<file path="config.mk">
export PLATFORM = sky130hd
export DESIGN_NAME = uart_receiver_flat
export DESIGN_NICKNAME = d
export VERILOG_FILES = /design/src/rtl/uart_receiver_if.sv /design/src/rtl/uart_receiver.sv /design/src/flat_wrapper.sv
export SDC_FILE = /design/constraint.sdc
export NUM_CORES = 1
export LEC_CHECK = 0
export ABC_AREA = 1
export BUFFER_PORTS_ARGS = -buffer_cell sky130_fd_sc_hd__buf_2
export CORE_UTILIZATION = 45
export DETAILED_ROUTE_END_ITERATION = 6
export PLACE_DENSITY = 0.59
export SKIP_LAST_GASP = 1
export SLEW_MARGIN = 10
export SYNTH_ARGS = -nofsm -noshare
export SYNTH_HDL_FRONTEND = slang
export SYNTH_SLANG_ARGS = --single-unit
</file>
<file path="constraint.sdc">
create_clock -name clk -period 2.7 [get_ports clk]
set_input_delay 0.675 -clock clk [delete_from_list [all_inputs] [get_ports clk]]
set_output_delay 0.675 -clock clk [all_outputs]
set_load 0.01 [all_outputs]
</file>
<file path="src/rtl/uart_receiver_if.sv">
// Receiver result bus: byte, strobe, error flags and busy.
// With UART_RX_BREAK_DETECT_EN defined the bus also carries Break.
interface uart_receiver_if;
  logic [7:0] RxData;
  logic       RxValid;
  logic       FrameErr;
  logic       ParityErr;
  logic       Busy;
`ifdef UART_RX_BREAK_DETECT_EN
  logic       Break;

  modport master (output RxData, RxValid, FrameErr, ParityErr, Busy, Break);
  modport slave  (input  RxData, RxValid, FrameErr, ParityErr, Busy, Break);
`else
  modport master (output RxData, RxValid, FrameErr, ParityErr, Busy);
  modport slave  (input  RxData, RxValid, FrameErr, ParityErr, Busy);
`endif
endinterface

</file>
<file path="src/rtl/uart_receiver.sv">
// UART receiver: 8 data bits LSB-first, optional even parity, 1 stop bit.
// Optional break detection is enabled with UART_RX_BREAK_DETECT_EN.
module uart_receiver #(
  parameter int SYNC_STAGES = 2,
  parameter int DEFAULT_DIV = 434
) (
  input  logic             clk,
  input  logic             rst,
  input  logic             Rxd,
  input  logic [2:0]       BC,
  input  logic             PbitEna,
  uart_receiver_if.master  rx
);

  typedef enum logic [2:0] {IDLE, START, DATA, PARITY, STOP} state_t;

  state_t                 state;
  logic [SYNC_STAGES-1:0] sync;
  logic [SYNC_STAGES-1:0] flushed;
  logic                   rxs, rxs_q, fall;
  logic [15:0]            cnt, div;
  logic [2:0]             bitidx;
  logic [7:0]             shreg;
  logic                   pbit, perr, stop_s, done;

  function automatic logic [15:0] div_sel(input logic [2:0] bc);
    case (bc)
      3'b001:  div_sel = 16'd217;
      3'b010:  div_sel = 16'd109;
      3'b011:  div_sel = 16'd72;
      3'b100:  div_sel = 16'd36;
      default: div_sel = 16'(DEFAULT_DIV);
    endcase
  endfunction

  assign rxs  = sync[SYNC_STAGES-1];
  assign fall = rxs_q & ~rxs;

  // Edge history stays low until the reset ones have left the synchronizer,
  // so a line that is already low at reset release cannot fake a start edge.
  always_ff @(posedge clk) begin
    if (rst) begin
      sync    <= '1;
      flushed <= '0;
      rxs_q   <= 1'b0;
    end else begin
      sync    <= {sync[SYNC_STAGES-2:0], Rxd};
      flushed <= {flushed[SYNC_STAGES-2:0], 1'b1};
      rxs_q   <= rxs & flushed[SYNC_STAGES-1];
    end
  end

  always_ff @(posedge clk) begin
    if (rst) begin
      state        <= IDLE;
      cnt          <= '0;
      div          <= 16'(DEFAULT_DIV);
      bitidx       <= '0;
      shreg        <= '0;
      pbit         <= 1'b0;
      perr         <= 1'b0;
      stop_s       <= 1'b1;
      done         <= 1'b0;
      rx.RxData    <= '0;
      rx.RxValid   <= 1'b0;
      rx.FrameErr  <= 1'b0;
      rx.ParityErr <= 1'b0;
      rx.Busy      <= 1'b0;
`ifdef UART_RX_BREAK_DETECT_EN
      rx.Break     <= 1'b0;
`endif
    end else begin
      rx.RxValid <= 1'b0;
      done       <= 1'b0;
      // Results land one cycle after the stop sample, while already in IDLE.
      if (done) begin
        rx.RxData    <= shreg;
        rx.RxValid   <= 1'b1;
        rx.FrameErr  <= ~stop_s;
        rx.ParityErr <= perr;
`ifdef UART_RX_BREAK_DETECT_EN
        rx.Break     <= (shreg == 8'h00) && !stop_s;
`endif
      end

      case (state)
        IDLE: begin
          cnt <= '0;
`ifdef UART_RX_BREAK_DETECT_EN
          // Hold off re-arming until the line has been high for a full bit.
          if (rx.Break) begin
            if (rxs && cnt != div - 16'd1) cnt <= cnt + 16'd1;
            else if (rxs)                  rx.Break <= 1'b0;
          end else
`endif
          if (fall) begin
            state   <= START;
            rx.Busy <= 1'b1;
            div     <= div_sel(BC);
            pbit    <= PbitEna;
            bitidx  <= '0;
          end
        end
        START: begin
          if (cnt == {1'b0, div[15:1]} - 16'd1) begin
            cnt <= '0;
            if (!rxs) begin
              state <= DATA;
            end else begin
              state   <= IDLE;
              rx.Busy <= 1'b0;
            end
          end else begin
            cnt <= cnt + 16'd1;
          end
        end
        DATA: begin
          if (cnt == div - 16'd1) begin
            cnt           <= '0;
            shreg[bitidx] <= rxs;
            bitidx        <= bitidx + 3'd1;
            if (bitidx == 3'd7) begin
              state <= pbit ? PARITY : STOP;
              perr  <= 1'b0;
            end
          end else begin
            cnt <= cnt + 16'd1;
          end
        end
        PARITY: begin
          if (cnt == div - 16'd1) begin
            cnt   <= '0;
            perr  <= rxs ^ (^shreg);
            state <= STOP;
          end else begin
            cnt <= cnt + 16'd1;
          end
        end
        STOP: begin
          if (cnt == div - 16'd1) begin
            cnt     <= '0;
            stop_s  <= rxs;
            done    <= 1'b1;
            state   <= IDLE;
            rx.Busy <= 1'b0;
          end else begin
            cnt <= cnt + 16'd1;
          end
        end
        default: begin
          state   <= IDLE;
          rx.Busy <= 1'b0;
        end
      endcase
    end
  end

endmodule

</file>
<file path="src/flat_wrapper.sv">
// flat-port wrapper written by rule: the top's interface ports become plain ports
module uart_receiver_flat 
#(
  parameter int SYNC_STAGES = 2,
  parameter int DEFAULT_DIV = 434
)
  (clk, rst, Rxd, BC, PbitEna, rx_RxData, rx_RxValid, rx_FrameErr, rx_ParityErr, rx_Busy);
  uart_receiver_if rx_i ();
  input  logic clk;
  input  logic rst;
  input  logic Rxd;
  input  logic [2:0] BC;
  input  logic PbitEna;
  output wire logic [$bits(rx_i.RxData)-1:0] rx_RxData;
  output wire logic [$bits(rx_i.RxValid)-1:0] rx_RxValid;
  output wire logic [$bits(rx_i.FrameErr)-1:0] rx_FrameErr;
  output wire logic [$bits(rx_i.ParityErr)-1:0] rx_ParityErr;
  output wire logic [$bits(rx_i.Busy)-1:0] rx_Busy;
  assign rx_RxData = rx_i.RxData;
  assign rx_RxValid = rx_i.RxValid;
  assign rx_FrameErr = rx_i.FrameErr;
  assign rx_ParityErr = rx_i.ParityErr;
  assign rx_Busy = rx_i.Busy;
  uart_receiver #(.SYNC_STAGES(SYNC_STAGES), .DEFAULT_DIV(DEFAULT_DIV)) u_core (.clk(clk), .rst(rst), .Rxd(Rxd), .BC(BC), .PbitEna(PbitEna), .rx(rx_i));
endmodule
</file>
==> results of run 1 <==
-- state kept, by name (all words and copies together), names as in the netlist --
signal and count:
u_core.bitidx 3, u_core.sync 2, u_core.flushed 2, u_core.shreg 8
u_core.rx.FrameErr 1, u_core.rx.RxValid 1, u_core.pbit 1, u_core.div 6
u_core.perr 1, u_core.state 3, u_core.stop_s 1, u_core.rx.Busy 1
u_core.cnt 16, u_core.rx.RxData 8, u_core.done 1, u_core.rxs_q 1
u_core.rx.ParityErr 1
-- layer usage --
layer,part of all wire,up-vias
met4,0.039,0
met1,0.44,1871
met3,0.051,31
li1,-,2175
met5,0,-
met2,0.47,138
-- worst max-delay path by stage --
stage / start / endpoint / slack [ns] / cells past startpoint
2_1_floorplan: u_core.div[5]$_SDFFE_PP1P_ / u_core.cnt[10]$_SDFFE_PP0P_ / 0.43 / 17
3_3_place_gp: u_core.div[1]$_SDFFE_PP1P_ / u_core.cnt[7]$_SDFFE_PP0P_ / 0.27 / 14
3_5_place_dp: u_core.div[1]$_SDFFE_PP1P_ / u_core.cnt[8]$_SDFFE_PP0P_ / 0.21 / 14
4_1_cts: u_core.div[1]$_SDFFE_PP1P_ / u_core.cnt[8]$_SDFFE_PP0P_ / 0.21 / 14
5_1_grt: u_core.div[1]$_SDFFE_PP1P_ / u_core.cnt[12]$_SDFFE_PP0P_ / 0.05 / 14
6_report: u_core.div[1]$_SDFFE_PP1P_ / u_core.state[0]$_SDFFE_PP0P_ / 0.29 / 15
-- area by class of cell --
class / count / area [sq um] / area share
clock inverter: 6 / 90.09 / 0.02007
clock buffer: 10 / 137.6 / 0.03066
multi-input combinational: 504 / 2425 / 0.5401
inverter: 103 / 386.6 / 0.08612
tap: 108 / 135.1 / 0.03010
sequential: 57 / 1142 / 0.2545
timing repair buffer: 29 / 172.7 / 0.03846
-- per-stage QoR --
step                      utilization  worst slack (ns)  instance area [sq um]  instances  total power [uW]
final                          0.5173            0.2947                   4489        817              2580
after global routing           0.5173           0.05490                   4489        817              2758
after CTS                      0.5154            0.2120                   4473        817              2597
after detailed placement       0.4892            0.2102                   4245        801              1666
after global placement         0.4892            0.2705                   4245        801              1660
after floorplan                     -            0.4317                   4015        682              1496
-- cells in the mapped netlist (3+ instances only) --
library cell  number  area share
nand2_1          208        0.19
nor2_2             4      0.0062
inv_2              3      0.0028
xor2_1            21       0.046
xnor2_1            7       0.015
dfxtp_1           57        0.28
nor2_1            95       0.089
nand3_1           54       0.067
nand2_2            3      0.0047
nand4_1           21       0.033
o21bai_1           4      0.0075
o21ai_0           23       0.029
inv_1             99       0.093
ha_1               6       0.019
or2_2              4      0.0062
nand3_2            4       0.010
nor3_1            11       0.014
clkbuf_1          13       0.012
a21oi_1           24       0.030
-- cells by family (layout without fill, tap and decap cells) --
| group | Yosys count | after routing | share of synthesized area |
|---|---|---|---|
| adder cells (fa/ha/maj) | 6 | 6 | 0.01870 |
| AND/OR/NAND/NOR | 413 | 413 | 0.4413 |
| buffers and inverters | 121 | 148 | 0.1156 |
| XOR/XNOR | 28 | 28 | 0.06108 |
| AO/OA/AOI/OAI | 57 | 57 | 0.07915 |
| flip-flops | 57 | 57 | 0.2842 |
-- placed cells by master, fill, tap and decap left out, types with 5 or more instances in the layout --
| cell type | count |
|---|---|
| clkbuf_8 | 10 |
| ha_1 | 5 |
| buf_2 | 18 |
| nor3_1 | 11 |
| dfxtp_1 | 56 |
| nor2_1 | 94 |
| nand3_1 | 54 |
| nand4_1 | 21 |
| inv_1 | 99 |
| xnor2_1 | 7 |
| buf_4 | 11 |
| nand2_1 | 208 |
| o21ai_0 | 23 |
| a21oi_1 | 24 |
| xor2_1 | 21 |
-- critical path, stage by stage, from the launching register on --
cell and delay [ns]:
dfxtp_2 0.36, inv_1 0.20, ha_2 0.28, inv_1 0.09, o21ai_0 0.31, nand2_1 0.09, nand2_1 0.07, nand2_1 0.07
nor2_1 0.11, nand3_1 0.14, nand2_1 0.16, buf_4 0.16, nand3_1 0.11, nand2_1 0.09, inv_1 0.04, nor2_1 0.08
-- power groups by stage --
stage	Clock [uW]	Combinational [uW]	Sequential, uW
finish	922	731	928
global route	974	848	936
CTS	946	724	927
detailed placement	0	721	945
global placement	0	715	945
floorplan	0	561	935
==> flow_metrics.py, run 1 <==
metrics = {
    "status": {
        "status": "finished, final reports clean",
    },
    "route": {
        "routed_via_density": 5.159,
        "via_count": 4215,
        "dr.pass1.iters": 5,
        "wl_per_cell_um": 13.73,
        "drc": 0,
        "drt_iter0_drc": 220,
        "drtAntennaViolNets": 0,
        "wl_mm": 11.22,
    },
    "setup_path": {
        "rr_worst_depth": 15,
        "ff2ff_setup_slack_ns": 0.29,
        "worstSetupPathType": "reg -> reg",
        "cp-start-kind": "flop",
        "required_ns": 2.99,
        "crit_fanout": 6,
        "cp-end-kind": "flop",
        "arrival_ns": 2.69,
        "timing.rr.end": "u_core.state[0]$_SDFFE_PP0P_",
        "rr_startpoint": "u_core.div[1]$_SDFFE_PP1P_",
    },
    "power_and_ir_drop": {
        "p_seq_frac": 0.359,
        "comb_power_share": 0.283,
        "p_sw_frac": 0.3515,
        "p_leak_uw": 0.002330,
        "intPower_uw": 1673,
        "ir_drop_mv": 0.3006,
        "power_density_mw_per_mm2": 574.7,
        "p_switching_uw": 906.9,
        "clkPwrFrac": 0.357,
    },
    "synth": {
        "syn_inst": 682,
        "yosys_warnings": 0,
        "synthArstFlopShare": 0,
        "synth-main-ff-cell": "dfxtp_1",
        "netlist_area_sq_mm": 0.004015,
        "synth_cell_types": 33,
        "syn_area_per_cell_sq_um": 5.887,
        "synth_edf_count": 0,
        "ys_seq_area_frac": 0.2842,
        "ys_seq_elements": 57,
        "syn_nets": 695,
    },
    "clock_network": {
        "cts_max_path_buffers": 2,
        "cts_tree": "done",
        "cts_buffers": 9,
        "htreeDepth": 3,
        "cts.sinks": 57,
        "cts.clk_slew.worst_paths_ns": 0.08,
        "cts_resized": 0,
        "cts_setup_buffers": 0,
        "clockRootBuffer": "clkbuf_8",
        "hold_buffers": 0,
        "clk_latency_ns": 0.34,
    },
    "die": {
        "pin_count": 19,
        "start_util": 0.4627,
        "die-area_sq_mm": 0.009305,
        "fp.coreArea_sq_mm": 0.008678,
        "die_h_um": 96.46,
        "fp-row-count": 34,
        "die_w_um": 96.46,
    },
    "min_path": {
        "min_to": "u_core.flushed[1]$_SDFF_PP0_",
        "hold_path_depth": 2,
        "holdCritPathClass": "reg -> reg",
        "hp-start": "u_core.flushed[0]$_DFF_P_",
    },
    "cells_and_area": {
        "layout.nets": 717,
        "areaGrowthSynthToFinish_pct": 11.81,
        "fillers": 922,
        "diodes": 0,
        "drive_gt1_frac": 0.09732,
    },
    "global_route": {
        "grt_max_degree": 32,
        "overflow": 0,
        "busiest_layer": "met2",
        "grt_first_pass_wirelength_mm": 18.53,
        "met3_usage": 0.04617,
        "gr-usage-met2": 0.4536,
        "groute.layer.met1.usage": 0.3086,
        "grt.total_usage": 0.2614,
        "grt_pass1_vias": 3975,
        "antenna_found_initial": 0,
    },
    "sta": {
        "slew_headroom": 0.6928,
        "fin_crit_sh": 0.8909,
        "skew_ns": 0.01048,
        "holdWs_ns": 0.4054,
        "rsz0062_at_grt": "no",
        "worst_pin_slew_ns": 0.4601,
        "finalHoldViolCount": 0,
        "min_period_ns": 2.405,
        "report.final.slew_viol_count": 0,
        "setup_tns_ns": 0,
        "setup_viol": 0,
        "fmax_ghz": 0.4157,
    },
    "run": {
        "drv_cap": 0,
    },
    "place": {
        "finalWeightedCongestion": 1.008,
        "io_buffer_count": 18,
        "dp_hpwl_mm": 8.748,
    },
}
Power figures use the tool's default switching activity.
==> run 2: changes to the inputs <==
Settings changed: PLACE_DENSITY 0.59 to unset.
==> run 2 against run 1 <==
  * Clock skew shrank 0.00099 ns
  * Routed wire length grew 1.4%
  * Maximum frequency shrank 3.2%
  * Combinational power grew 1%
  * Register-to-register slack lost 0.08 ns
  * Critical path depth is the same
  * Sequential share of layout area is essentially flat
  * Count of clock-buffer cells in the layout shrank 1
  * Largest power group is now the clock network
  * Highest routed layer unchanged
==> flow_metrics.py, run 2 (same netlist as run 1, synthesis figures left out) <==
metrics = {
    "die": {
        "start_util": 0.4627,
        "fp-row-count": 34,
        "die_h_um": 96.46,
        "pin_count": 19,
        "die-area_sq_mm": 0.009305,
        "die_w_um": 96.46,
        "fp.coreArea_sq_mm": 0.008678,
    },
    "clock_network": {
        "cts.sinks": 57,
        "cts_tree": "done",
        "hold_buffers": 0,
        "cts_max_path_buffers": 2,
        "htreeDepth": 3,
        "clockRootBuffer": "clkbuf_8",
        "cts.clk_slew.worst_paths_ns": 0.08,
        "cts_setup_buffers": 0,
        "clk_latency_ns": 0.34,
        "cts_buffers": 9,
        "cts_resized": 0,
    },
    "sta": {
        "worst_pin_slew_ns": 0.4645,
        "min_period_ns": 2.485,
        "report.final.slew_viol_count": 0,
        "fmax_ghz": 0.4025,
        "skew_ns": 0.009482,
        "setup_viol": 0,
        "fin_ws_ns": 0.2152,
        "rsz0062_at_grt": "yes",
        "finalHoldViolCount": 0,
        "slew_headroom": 0.6875,
        "fin_crit_sh": 0.9203,
    },
    "cells_and_area": {
        "reg_top3": "u_core.cnt (16), u_core.rx.RxData (8), u_core.shreg (8)",
        "multi_input_area_sq_mm": 0.002415,
        "layout.nets": 718,
        "diodes": 0,
        "drive_gt1_frac": 0.09718,
        "largest_reg_flops": 16,
        "regArea_sq_mm": 0.001141,
        "final_cell_mix": "nand2_1 (208), inv_1 (99), nor2_1 (94)",
        "areaGrowthSynthToFinish_pct": 11.69,
        "fillers": 933,
        "layout.cells.most_common": "nand2_1",
        "regMostFlops": "u_core.cnt",
    },
    "power_and_ir_drop": {
        "power.total_uw": 2592,
        "ir_drop_mv": 0.3650,
        "power_density_mw_per_mm2": 578.1,
        "p_leak_uw": 0.002333,
    },
    "status": {
        "status": "finished, final reports clean",
    },
    "global_route": {
        "grt_max_degree": 35,
        "overflow": 0,
        "antenna_found_initial": 0,
        "grt_first_pass_wirelength_mm": 18.46,
        "grt.total_usage": 0.2614,
        "grt_pass1_vias": 3880,
    },
    "place": {
        "place_ws_ns": 0.1963,
        "finalWeightedCongestion": 0.9278,
        "io_buffer_count": 18,
        "dp_hpwl_mm": 8.667,
    },
    "setup_path": {
        "required_ns": 2.95,
        "crit_fanout": 12,
        "worstSetupPathType": "reg -> reg",
        "arrival_ns": 2.73,
        "cp-end-kind": "flop",
        "cp-start-kind": "flop",
    },
    "route": {
        "drtAntennaViolNets": 0,
        "via_count": 4168,
        "drc": 0,
        "routed_via_density": 5.095,
        "wl_mm": 11.38,
        "drt_iter0_drc": 216,
        "wl_per_cell_um": 13.91,
        "dr.pass1.iters": 5,
    },
    "min_path": {
        "holdCritPathClass": "reg -> reg",
    },
    "run": {
        "drv_cap": 0,
    },
}
run 2: changes by cell type in the layout (fill, tap and decap cells not counted), sizes merged:
cell,previous run,this run
inv,103,104
buf,29,30
clkbuf,10,9
run 2: final cells by class:
cell class / count / share of cell area
multi-input cells: 504 / 0.5385
clock inverters: 7 / 0.02288
flip-flops and latches: 57 / 0.2545
repair buffers: 30 / 0.04018
inverters: 103 / 0.08622
clock buffers: 9 / 0.02762
well taps: 108 / 0.03013
run 2: critical path, cell delays in order, from the launching register on:
cell and delay, ns:
dfxtp_1 0.38, inv_1 0.19, ha_2 0.27, inv_1 0.11
nor2_2 0.16, nand3_2 0.17, nand2_1 0.12, inv_1 0.04
nor2_1 0.12, nand3_2 0.13, o21ai_4 0.23, nand2_2 0.21
nand2_1 0.12, nand2_1 0.05, nand2_1 0.05, inv_1 0.04
run 2: stage by stage:
stage / cell area, sq um / hold WS [ns] / TNS [ns] / util / cells
after global placement: 4253 / 0.3906 / 0 / 0.4901 / 802
final: 4484 / 0.4035 / 0 / 0.5167 / 818
after CTS: 4479 / 0.4065 / 0 / 0.5161 / 818
after floorplan: 4015 / 0.3883 / 0 / - / 682
after detailed placement: 4253 / 0.3976 / 0 / 0.4901 / 802
after global routing: 4484 / 0.4279 / -0.03311 / 0.5167 / 818
run 2: path summary, 6_finish.rpt:
kind	depth (start not counted)	start	to	slack, ns
min	2	u_core.flushed[0]$_DFF_P_	u_core.flushed[1]$_SDFF_PP0_	0.40
min reg2reg	2	u_core.flushed[0]$_DFF_P_	u_core.flushed[1]$_SDFF_PP0_	0.40
max	15	u_core.div[1]$_SDFFE_PP1P_	u_core.cnt[6]$_SDFFE_PP0P_	0.22
max reg2reg	15	u_core.div[1]$_SDFFE_PP1P_	u_core.cnt[6]$_SDFFE_PP0P_	0.22
run 2: routing by layer:
layer	routed length [um]	GRT usage	up-vias	share of wire
li1	-	-	2176	-
met1	5175	0.3113	1884	0.45
met2	5389	0.4589	79	0.47
met3	404	0.04773	29	0.036
met4	405	0.1091	0	0.036
met5	0	0	-	0
run 2: report_power, final:
part / leakage [uW] / internal, uW / switching [uW]
Clock: 0.000110 / 529 / 401
Sequential: 0.000461 / 881 / 42.1
Combinational: 0.00176 / 240 / 500
Total: 0.00233 / 1650 / 943
